<file path="config.mk">
export PLATFORM = sky130hd
export DESIGN_NAME = elastic_pipeline_flat
export DESIGN_NICKNAME = d
export VERILOG_FILES = /design/src/rtl/elastic_pipeline_pkg.sv /design/src/rtl/elastic_pipeline_if.sv /design/src/rtl/elastic_pipeline_stage.sv /design/src/rtl/elastic_pipeline.sv /design/src/flat_wrapper.sv
export SDC_FILE = /design/constraint.sdc
export NUM_CORES = 1
export LEC_CHECK = 0
export ABC_AREA = 1
export CAP_MARGIN = 20
export CORE_MARGIN = 2
export CORE_UTILIZATION = 49
export DETAILED_ROUTE_END_ITERATION = 7
export PLACE_DENSITY = 0.85
export SLEW_MARGIN = 15
export SYNTH_ARGS = -nofsm -noshare
export SYNTH_HDL_FRONTEND = slang
export SYNTH_SLANG_ARGS = --single-unit
</file>
<file path="constraint.sdc">
create_clock -name clk -period 7.8 [get_ports clk]
set_clock_uncertainty 0.2 [all_clocks]
set_input_delay 2.34 -clock clk [delete_from_list [all_inputs] [get_ports clk]]
set_output_delay 2.34 -clock clk [all_outputs]
set_load 0.005 [all_outputs]
</file>
<file path="src/rtl/elastic_pipeline_pkg.sv">
// Shared types and helpers for the elastic pipeline.
// Popcount and saturating add used by the top level.
package elastic_pipeline_pkg;

  localparam int MAX_DEPTH = 16;
  localparam int PC_W = $clog2(MAX_DEPTH + 1);

  function automatic logic [PC_W-1:0] popcount(
    input logic [MAX_DEPTH-1:0] v
  );
    logic [PC_W-1:0] c;
    c = '0;
    for (int i = 0; i < MAX_DEPTH; i++)
      c = c + PC_W'(v[i]);
    return c;
  endfunction

  function automatic logic [31:0] sat_add(
    input logic [31:0] a,
    input logic [31:0] b,
    input logic [31:0] max
  );
    logic [32:0] s;
    s = {1'b0, a} + {1'b0, b};
    return (s > {1'b0, max}) ? max : s[31:0];
  endfunction

endpackage

</file>
<file path="src/rtl/elastic_pipeline_if.sv">
// Valid/ready bundle for both ends of the pipeline.
// The pipeline is the slave; its environment is the master.
interface elastic_pipeline_if #(
  parameter int WIDTH = 32
);
  logic             in_valid;
  logic [WIDTH-1:0] in_data;
  logic             in_ready;
  logic             out_valid;
  logic [WIDTH-1:0] out_data;
  logic             out_ready;

  modport master (
    output in_valid, in_data, out_ready,
    input  in_ready, out_valid, out_data
  );

  modport slave (
    input  in_valid, in_data, out_ready,
    output in_ready, out_valid, out_data
  );
endinterface

</file>
<file path="src/rtl/elastic_pipeline_stage.sv">
// One pipeline register: valid bit plus payload.
// Flush beats load; payload only moves when valid data arrives.
module pipe_stage #(
  parameter int WIDTH = 32
) (
  input  logic             clk,
  input  logic             rst_n,
  input  logic             i_load,
  input  logic             i_flush,
  input  logic             i_src_v,
  input  logic [WIDTH-1:0] i_src_d,
  output logic             o_v,
  output logic [WIDTH-1:0] o_d
);

  logic             r_v;
  logic [WIDTH-1:0] r_d;

  always_ff @(posedge clk or negedge rst_n) begin
    if (!rst_n) begin
      r_v <= 1'b0;
      r_d <= '0;
    end else if (i_flush) begin
      r_v <= 1'b0;
    end else if (i_load) begin
      r_v <= i_src_v;
      if (i_src_v)
        r_d <= i_src_d;
    end
  end

  assign o_v = r_v;
  assign o_d = r_d;

endmodule

</file>
<file path="src/rtl/elastic_pipeline.sv">
// N-stage elastic pipeline with per-stage stall and flush.
// Ready chain runs back from out_ready and ignores flush.
module elastic_pipeline
  import elastic_pipeline_pkg::*;
#(
  parameter int WIDTH = 32,
  parameter int DEPTH = 5,
  parameter int CNT_W = 16
) (
  input  logic                       clk,
  input  logic                       reset,
  elastic_pipeline_if.slave          bus,
  input  logic [DEPTH-1:0]           stall,
  input  logic [DEPTH-1:0]           flush,
  output logic [DEPTH-1:0]           stage_valid,
  output logic [DEPTH*WIDTH-1:0]     stage_data,
  output logic [$clog2(DEPTH+1)-1:0] occupancy,
  output logic [CNT_W-1:0]           kill_cnt
);

  localparam int OCC_W = $clog2(DEPTH + 1);
  localparam logic [31:0] CNT_MAX =
    (CNT_W >= 32) ? 32'hFFFF_FFFF
                  : ((32'd1 << CNT_W) - 32'd1);

  logic [DEPTH-1:0]            w_v;
  logic [DEPTH-1:0][WIDTH-1:0] w_d;
  logic [DEPTH:0]              w_rdy;
  logic [DEPTH-1:0]            w_src;
  logic [DEPTH-1:0]            w_up_v;
  logic [DEPTH-1:0][WIDTH-1:0] w_up_d;
  logic [CNT_W-1:0]            r_kill;
  logic [PC_W-1:0]             w_nkill;

  always_comb begin
    w_rdy = '0;
    w_rdy[DEPTH] = bus.out_ready;
    for (int i = DEPTH - 1; i >= 0; i--)
      w_rdy[i] = !stall[i] &&
                 (!w_v[i] || w_rdy[i+1]);
  end

  assign w_src = w_v & ~stall & ~flush;

  for (genvar g = 0; g < DEPTH; g++) begin : g_stage
    if (g == 0) begin : g_head
      assign w_up_v[g] = bus.in_valid;
      assign w_up_d[g] = bus.in_data;
    end else begin : g_body
      assign w_up_v[g] = w_src[g-1];
      assign w_up_d[g] = w_d[g-1];
    end

    pipe_stage #(
      .WIDTH (WIDTH)
    ) u_stage (
      .clk     (clk),
      .rst_n   (reset),
      .i_load  (w_rdy[g]),
      .i_flush (flush[g]),
      .i_src_v (w_up_v[g]),
      .i_src_d (w_up_d[g]),
      .o_v     (w_v[g]),
      .o_d     (w_d[g])
    );
  end

  assign w_nkill = popcount(MAX_DEPTH'(flush & w_v));

  always_ff @(posedge clk or negedge reset) begin
    if (!reset)
      r_kill <= '0;
    else
      r_kill <= CNT_W'(sat_add(32'(r_kill),
                               32'(w_nkill),
                               CNT_MAX));
  end

  assign bus.in_ready  = w_rdy[0];
  assign bus.out_valid = w_src[DEPTH-1];
  assign bus.out_data  = w_d[DEPTH-1];
  assign stage_valid   = w_v;
  assign stage_data    = w_d;
  assign occupancy     = OCC_W'(popcount(MAX_DEPTH'(w_v)));
  assign kill_cnt      = r_kill;

endmodule

</file>
<file path="src/flat_wrapper.sv">
// flat-port wrapper written by rule: the top's interface ports become plain ports
module elastic_pipeline_flat import elastic_pipeline_pkg::*;
#(
  parameter int WIDTH = 32,
  parameter int DEPTH = 5,
  parameter int CNT_W = 16
)
  (clk, reset, stall, flush, stage_valid, stage_data, occupancy, kill_cnt, bus_in_valid, bus_in_data, bus_out_ready, bus_in_ready, bus_out_valid, bus_out_data);
  elastic_pipeline_if #(.WIDTH(WIDTH)) bus_i ();
  input  logic clk;
  input  logic reset;
  input  logic [DEPTH-1:0] stall;
  input  logic [DEPTH-1:0] flush;
  output logic [DEPTH-1:0] stage_valid;
  output logic [DEPTH*WIDTH-1:0] stage_data;
  output logic [$clog2(DEPTH+1)-1:0] occupancy;
  output logic [CNT_W-1:0] kill_cnt;
  input wire logic [$bits(bus_i.in_valid)-1:0] bus_in_valid;
  input wire logic [$bits(bus_i.in_data)-1:0] bus_in_data;
  input wire logic [$bits(bus_i.out_ready)-1:0] bus_out_ready;
  output wire logic [$bits(bus_i.in_ready)-1:0] bus_in_ready;
  output wire logic [$bits(bus_i.out_valid)-1:0] bus_out_valid;
  output wire logic [$bits(bus_i.out_data)-1:0] bus_out_data;
  assign bus_i.in_valid = bus_in_valid;
  assign bus_i.in_data = bus_in_data;
  assign bus_i.out_ready = bus_out_ready;
  assign bus_in_ready = bus_i.in_ready;
  assign bus_out_valid = bus_i.out_valid;
  assign bus_out_data = bus_i.out_data;
  elastic_pipeline #(.WIDTH(WIDTH), .DEPTH(DEPTH), .CNT_W(CNT_W)) u_core (.clk(clk), .reset(reset), .bus(bus_i), .stall(stall), .flush(flush), .stage_valid(stage_valid), .stage_data(stage_data), .occupancy(occupancy), .kill_cnt(kill_cnt));
endmodule
</file>
## Word level (Yosys, flattened, before mapping)

Cells that the tools add are included.

- Memory bits (read-only): 0
- Output and inout bits: 218
- Word-level logic and storage cells: 83
- Flip-flop bits (word level): 181
- Input port bits: 46
- RAM bits: 0
- Latch bits: 0
- Memories kept: 0

- Muxes and demuxes: 11
- Equal/unequal tests: 0
- $add $sub $neg: 20
- Multiply operators: 0
- Divide/modulo/power cells: 0
- Bitwise logic cells: 10
- Order comparisons: 1
- Shifts and indexed selects: 0
- Reductions and logical operators: 30

Operators by type and width:

| cell | count |
|---|---|
| $add A5 B1 Y5 const B | 11 |
| $add A16 B5 Y17 | 1 |
| $gt A17 B16 Y1 const B | 1 |
| $mux W16 | 1 |
| $add A5 B1 Y5 | 3 |
| $and A5 B5 Y5 | 3 |
| $reduce_and A3 Y1 | 5 |
| $logic_not A1 Y1 | 10 |
| $mux W1 | 10 |
| $not A5 Y5 | 2 |
| $reduce_bool A2 Y1 | 5 |
| $add A3 B1 Y3 | 3 |
| $logic_and A1 B1 Y1 | 5 |
| $logic_or A1 B1 Y1 | 5 |
| $not A1 Y1 | 5 |
| $add A1 B1 Y2 | 2 |

## Depth between registers and ports, before layout

- Depth in word-level cells: 19
- Depth in mapped cells: 16
- Gate-level depth less buffers: 16

## Hierarchy

Synthesis repeated with hierarchy kept, for this count alone.

- Cell total of the unflattened synthesis: 912
- Area total of the unflattened synthesis: 8275.4 sq um

By module, submodules not included:

| module | cells each | sequential area each (sq um) | area each (sq um) | times used |
|---|---|---|---|---|
| pipe_stage | 147 | 825.8 | 1378.8 | 5 |
| elastic_pipeline | 177 | 400.4 | 1381.3 | 1 |

## Worst setup path before layout

OpenSTA, ideal clock, no wires.

- Path type: input -> register
- Start point: input flush[0]
- End point: register u_core.r_kill[14] (netlist: u_core.kill_cnt[14])
- Stages on the path: 16
- Library setup time: 65 ps
- Buffers on the path: 1
- Setup slack: 2221 ps
- Arrival time: 5314 ps
- Required time: 7535 ps
- Cell sequence: nand2_1 -> inv_1 -> ha_1 -> inv_1 -> fa_1 -> inv_1 -> ha_1 -> fa_1 -> inv_1 -> fa_1 -> o21ai_2 -> nand2_2 -> nor3b_2 -> nand3_2 -> buf_6 -> nand2_1

- Word-level cells in the longest chain between the ends: 19

RTL lines:

| what | RTL line | source |
|---|---|---|
| from (decl) | flat_wrapper.sv:13 | `input logic [DEPTH-1:0] flush;` |
| $and A5 B5 Y5 (*) | elastic_pipeline.sv:68 | `assign w_nkill = popcount(MAX_DEPTH'(flush & w_v));` |
| $add A1 B1 Y2 (*) | elastic_pipeline_pkg.sv:14 | `c = c + PC_W'(v[i]);` |
| $add A5 B1 Y5 (*) (14 in series) | elastic_pipeline_pkg.sv:14 |  |
| $add A16 B5 Y17 (*) | elastic_pipeline_pkg.sv:24 | `s = {1'b0, a} + {1'b0, b};` |
| $gt A17 B16 Y1 | elastic_pipeline_pkg.sv:25 | `return (s > {1'b0, max}) ? max : s[31:0];` |
| $mux W16 (*) | elastic_pipeline_pkg.sv:25 |  |
| to (signal assigned) | elastic_pipeline.sv:74 | `r_kill <= CNT_W'(sat_add(32'(r_kill),` |
| to (decl) | elastic_pipeline.sv:32 | `logic [CNT_W-1:0] r_kill;` |

Mark *: on every way between the ends. The rest lies on a longest branch, timed or not.
A chain may end at the register's enable or synchronous reset.

## Worst setup path in the final report

- Start point: input bus_out_ready
- End point: output bus_in_ready

- Word-level cells in the longest chain between the ends: 10

RTL lines:

| what | RTL line | source |
|---|---|---|
| from (decl) | flat_wrapper.sv:20 | `input wire logic [$bits(bus_i.out_ready)-1:0] bus_out_ready;` |
| $logic_or A1 B1 Y1 | elastic_pipeline.sv:40 | `(!w_v[i] \|\| w_rdy[i+1]);` |
| $logic_and A1 B1 Y1 | elastic_pipeline.sv:39 | `w_rdy[i] = !stall[i] &&` |
| $logic_or A1 B1 Y1 | elastic_pipeline.sv:40 |  |
| $logic_and A1 B1 Y1 | elastic_pipeline.sv:39 |  |
| $logic_or A1 B1 Y1 | elastic_pipeline.sv:40 |  |
| $logic_and A1 B1 Y1 | elastic_pipeline.sv:39 |  |
| $logic_or A1 B1 Y1 | elastic_pipeline.sv:40 |  |
| $logic_and A1 B1 Y1 | elastic_pipeline.sv:39 |  |
| $logic_or A1 B1 Y1 | elastic_pipeline.sv:40 |  |
| $logic_and A1 B1 Y1 | elastic_pipeline.sv:39 |  |
| to (decl) | flat_wrapper.sv:21 | `output wire logic [$bits(bus_i.in_ready)-1:0] bus_in_ready;` |

Every way passes these cells.

==> results.ini <==
[logic_synthesis]
synth-edff-count = 0
ys.flop_type = dfrtp_1
syn_area_per_cell_um2 = 9.25
post-synth-top-area-cell = dfrtp_1
yosysSeqAreaShare = 0.582
syn_nets = 899
synth_warnings = 0
synthArstFlopShare = 1.00
synth_top_cells_by_count = nand2_1, dfrtp_1, inv_1
yosys-top-cells-area = dfrtp_1, nand2_1, inv_1
synthesis.area_um2 = 7780
synth_top_cell_area_share = 0.582
ys_types = 31
synth-seq-cells = 181
synth_most_common_cell = nand2_1
postSynthCellCount = 841

[detailed_routing]
drt_iter0_drc = 507
drtAntennaViolNets = 0
wl_per_cell_um = 16.1
viasPerCell = 5.00
vias = 6404
wirelength_um = 20600
drc = 0
dr.pass1.iters = 5

[timing]
setup_tns_ns = 0
period_share = 0.871
rsz0062_at_grt = no
max_slew_margin = 0.386
min_period_ns = 6.80
drv_slew = 0
tightest_slew_ns = 0.918
setup_violations = 0
max_freq_mhz = 147
hold_viol = 0

[hold_path]
worstHoldStart = u_core.g_stage[0].u_stage.o_d[5]
hold_path_depth = 2
hold_path_end = u_core.g_stage[0].u_stage.o_d[5]
min_path_type = flop to flop

[clock_tree]
post_cts_buffers = 0
clk_pin_slew_ns = 0.07
clkLatencyLatePin_ns = 0.43
htreeDepth = 4
cts_resized = 0
cts_hold_buf = 0
cts.sinks = 181
clock-root-buffer = clkbuf_16
cts_buffers = 17
cts_tree = yes
cts_buffer_depth = 2

[critical_path]
worstSetupStartpointType = input pin
arrival_ns = 4.26
path_max_fanout = 13
end_kind = primary output
r2r_start = u_core.g_stage[0].u_stage.o_v
required_ns = 5.26
reg2reg_depth = 15
reg2reg_to = u_core.kill_cnt[5]
criticalPathCategory = input pin to primary output
r2r_setup_slack_ns = 3.62

[grt]
grt_pass1_vias = 6088
grt_pass1_wl_um = 32200
grt_max_degree = 115
grt-ovfl-total = 0
grt.total_usage = 0.247
grt.met1_usage = 0.340
grtUsageMet3 = 0.0554
antenna_found_initial = 0
use_met2 = 0.379
grt_busiest_layer = met2

[place]
dp_hpwl_um = 15100
routabilityCongestion = 0.918
io_buffer_count = 263

[cells_and_area]
drive_gt1_frac = 0.0508
diodes = 0
syn_to_final_growth_pct = 39.7
post-route-util = 0.691
nNetsFinal = 1109

[die]
core_area_um2 = 15700
dieArea_um2 = 16900
start_util = 0.495
pin_count = 264
rows = 46
die_h_um = 130
die_w_um = 130

[run]
cap_violations = 0

[pwr]
peakVddDrop_uv = 162
p_leak_nw = 5.34
powerDensity_nw_per_um2 = 226
finalPower_mw = 2.46

[outcome]
status = finished clean

area by class of cell:
type	count	area, um2
Sequential cell	181	4530
Clock inverter	9	68.8
Fill cell	1206	4850
Clock buffer	23	498
Inverter	88	330
Multi-Input combinational cell	494	2470
Timing Repair Buffer	269	2700
Tap cell	216	270
report_power, final:
| part | switching [mW] | total (mW) | leakage [nW] | internal (mW) |
|---|---|---|---|---|
| clock | 0.356 | 0.808 | 0.276 | 0.453 |
| combinational | 0.212 | 0.507 | 2.85 | 0.295 |
| sequential | 0.0914 | 1.14 | 2.21 | 1.05 |
per-layer routing:
layer | share of wire | wire [um]
met4 | 0.041 | 849
met5 | 0 | 0
met2 | 0.47 | 9720
met3 | 0.058 | 1180
met1 | 0.43 | 8820
sequential cells by signal, indices dropped and copies added (netlist names):
name / flops
u_core.kill_cnt: 16
u_core.g_stage.u_stage.o_d: 160
u_core.g_stage.u_stage.o_v: 5
worst max-delay path: stages:
cell,delay (ns)
clkdlybuf4s50_1,0.45
inv_1,0.06
nand2_1,0.05
nand3_1,0.09
nand3_1,0.09
nand3_1,0.08
nand2_1,0.34
nand2_1,0.12
o21ai_0,0.10
clkdlybuf4s50_1,0.52
cell usage in the layout, fill, tap and decap left out, types with 2 or more instances in the layout:
cell type and count:
nand2_1 223, inv_1 87, clkbuf_16 17, buf_4 5, xor2_1 6, nand3_2 3, or2_2 2, inv_6 2
xnor2_1 5, dfrtp_1 181, a21oi_2 2, o21ai_0 60, nand4_1 33, nand3_1 27, o21a_1 22, clkinvlp_4 2
clkinv_4 3, clkbuf_8 6, fa_1 5, ha_1 7, nand2_2 3, clkdlybuf4s50_1 262, nor2_1 49, nor3_1 4
clkinv_2 2, a21oi_1 34
worst max path at each step:
stage,startpoint,endpoint,slack (ns),cells after the start
after floorplan,flush[0],u_core.kill_cnt[14],2.22,16
after global placement,bus_out_ready,bus_in_ready,1.06,10
after detailed placement,bus_out_ready,bus_in_ready,1.02,10
after CTS,bus_out_ready,bus_in_ready,1.02,10
after global routing,bus_out_ready,bus_in_ready,0.75,10
final,bus_out_ready,bus_in_ready,1.00,10
kinds of logic (layout without fill, tap and decap cells):
logic type / Yosys count / after routing / synth area share
compound gates: 121 / 121 / 0.0865
xor+xnor: 11 / 11 / 0.0124
fa+ha+maj: 12 / 12 / 0.0241
buf+inv: 166 / 389 / 0.103
flops: 181 / 181 / 0.582
simple gates: 350 / 350 / 0.192
per-stage QoR:
stage	setup WS, ns	instance area (um2)	hold slack, ns	cells
2_1_floorplan	2.22	7780	0.287	841
4_1_cts	1.02	10900	0.303	1280
3_5_place_dp	1.02	10300	0.286	1248
3_3_place_gp	1.06	10300	0.283	1247
5_1_grt	0.755	10900	0.330	1280
6_report	1.00	10900	0.301	1280
(Power assumes the default switching activity.)
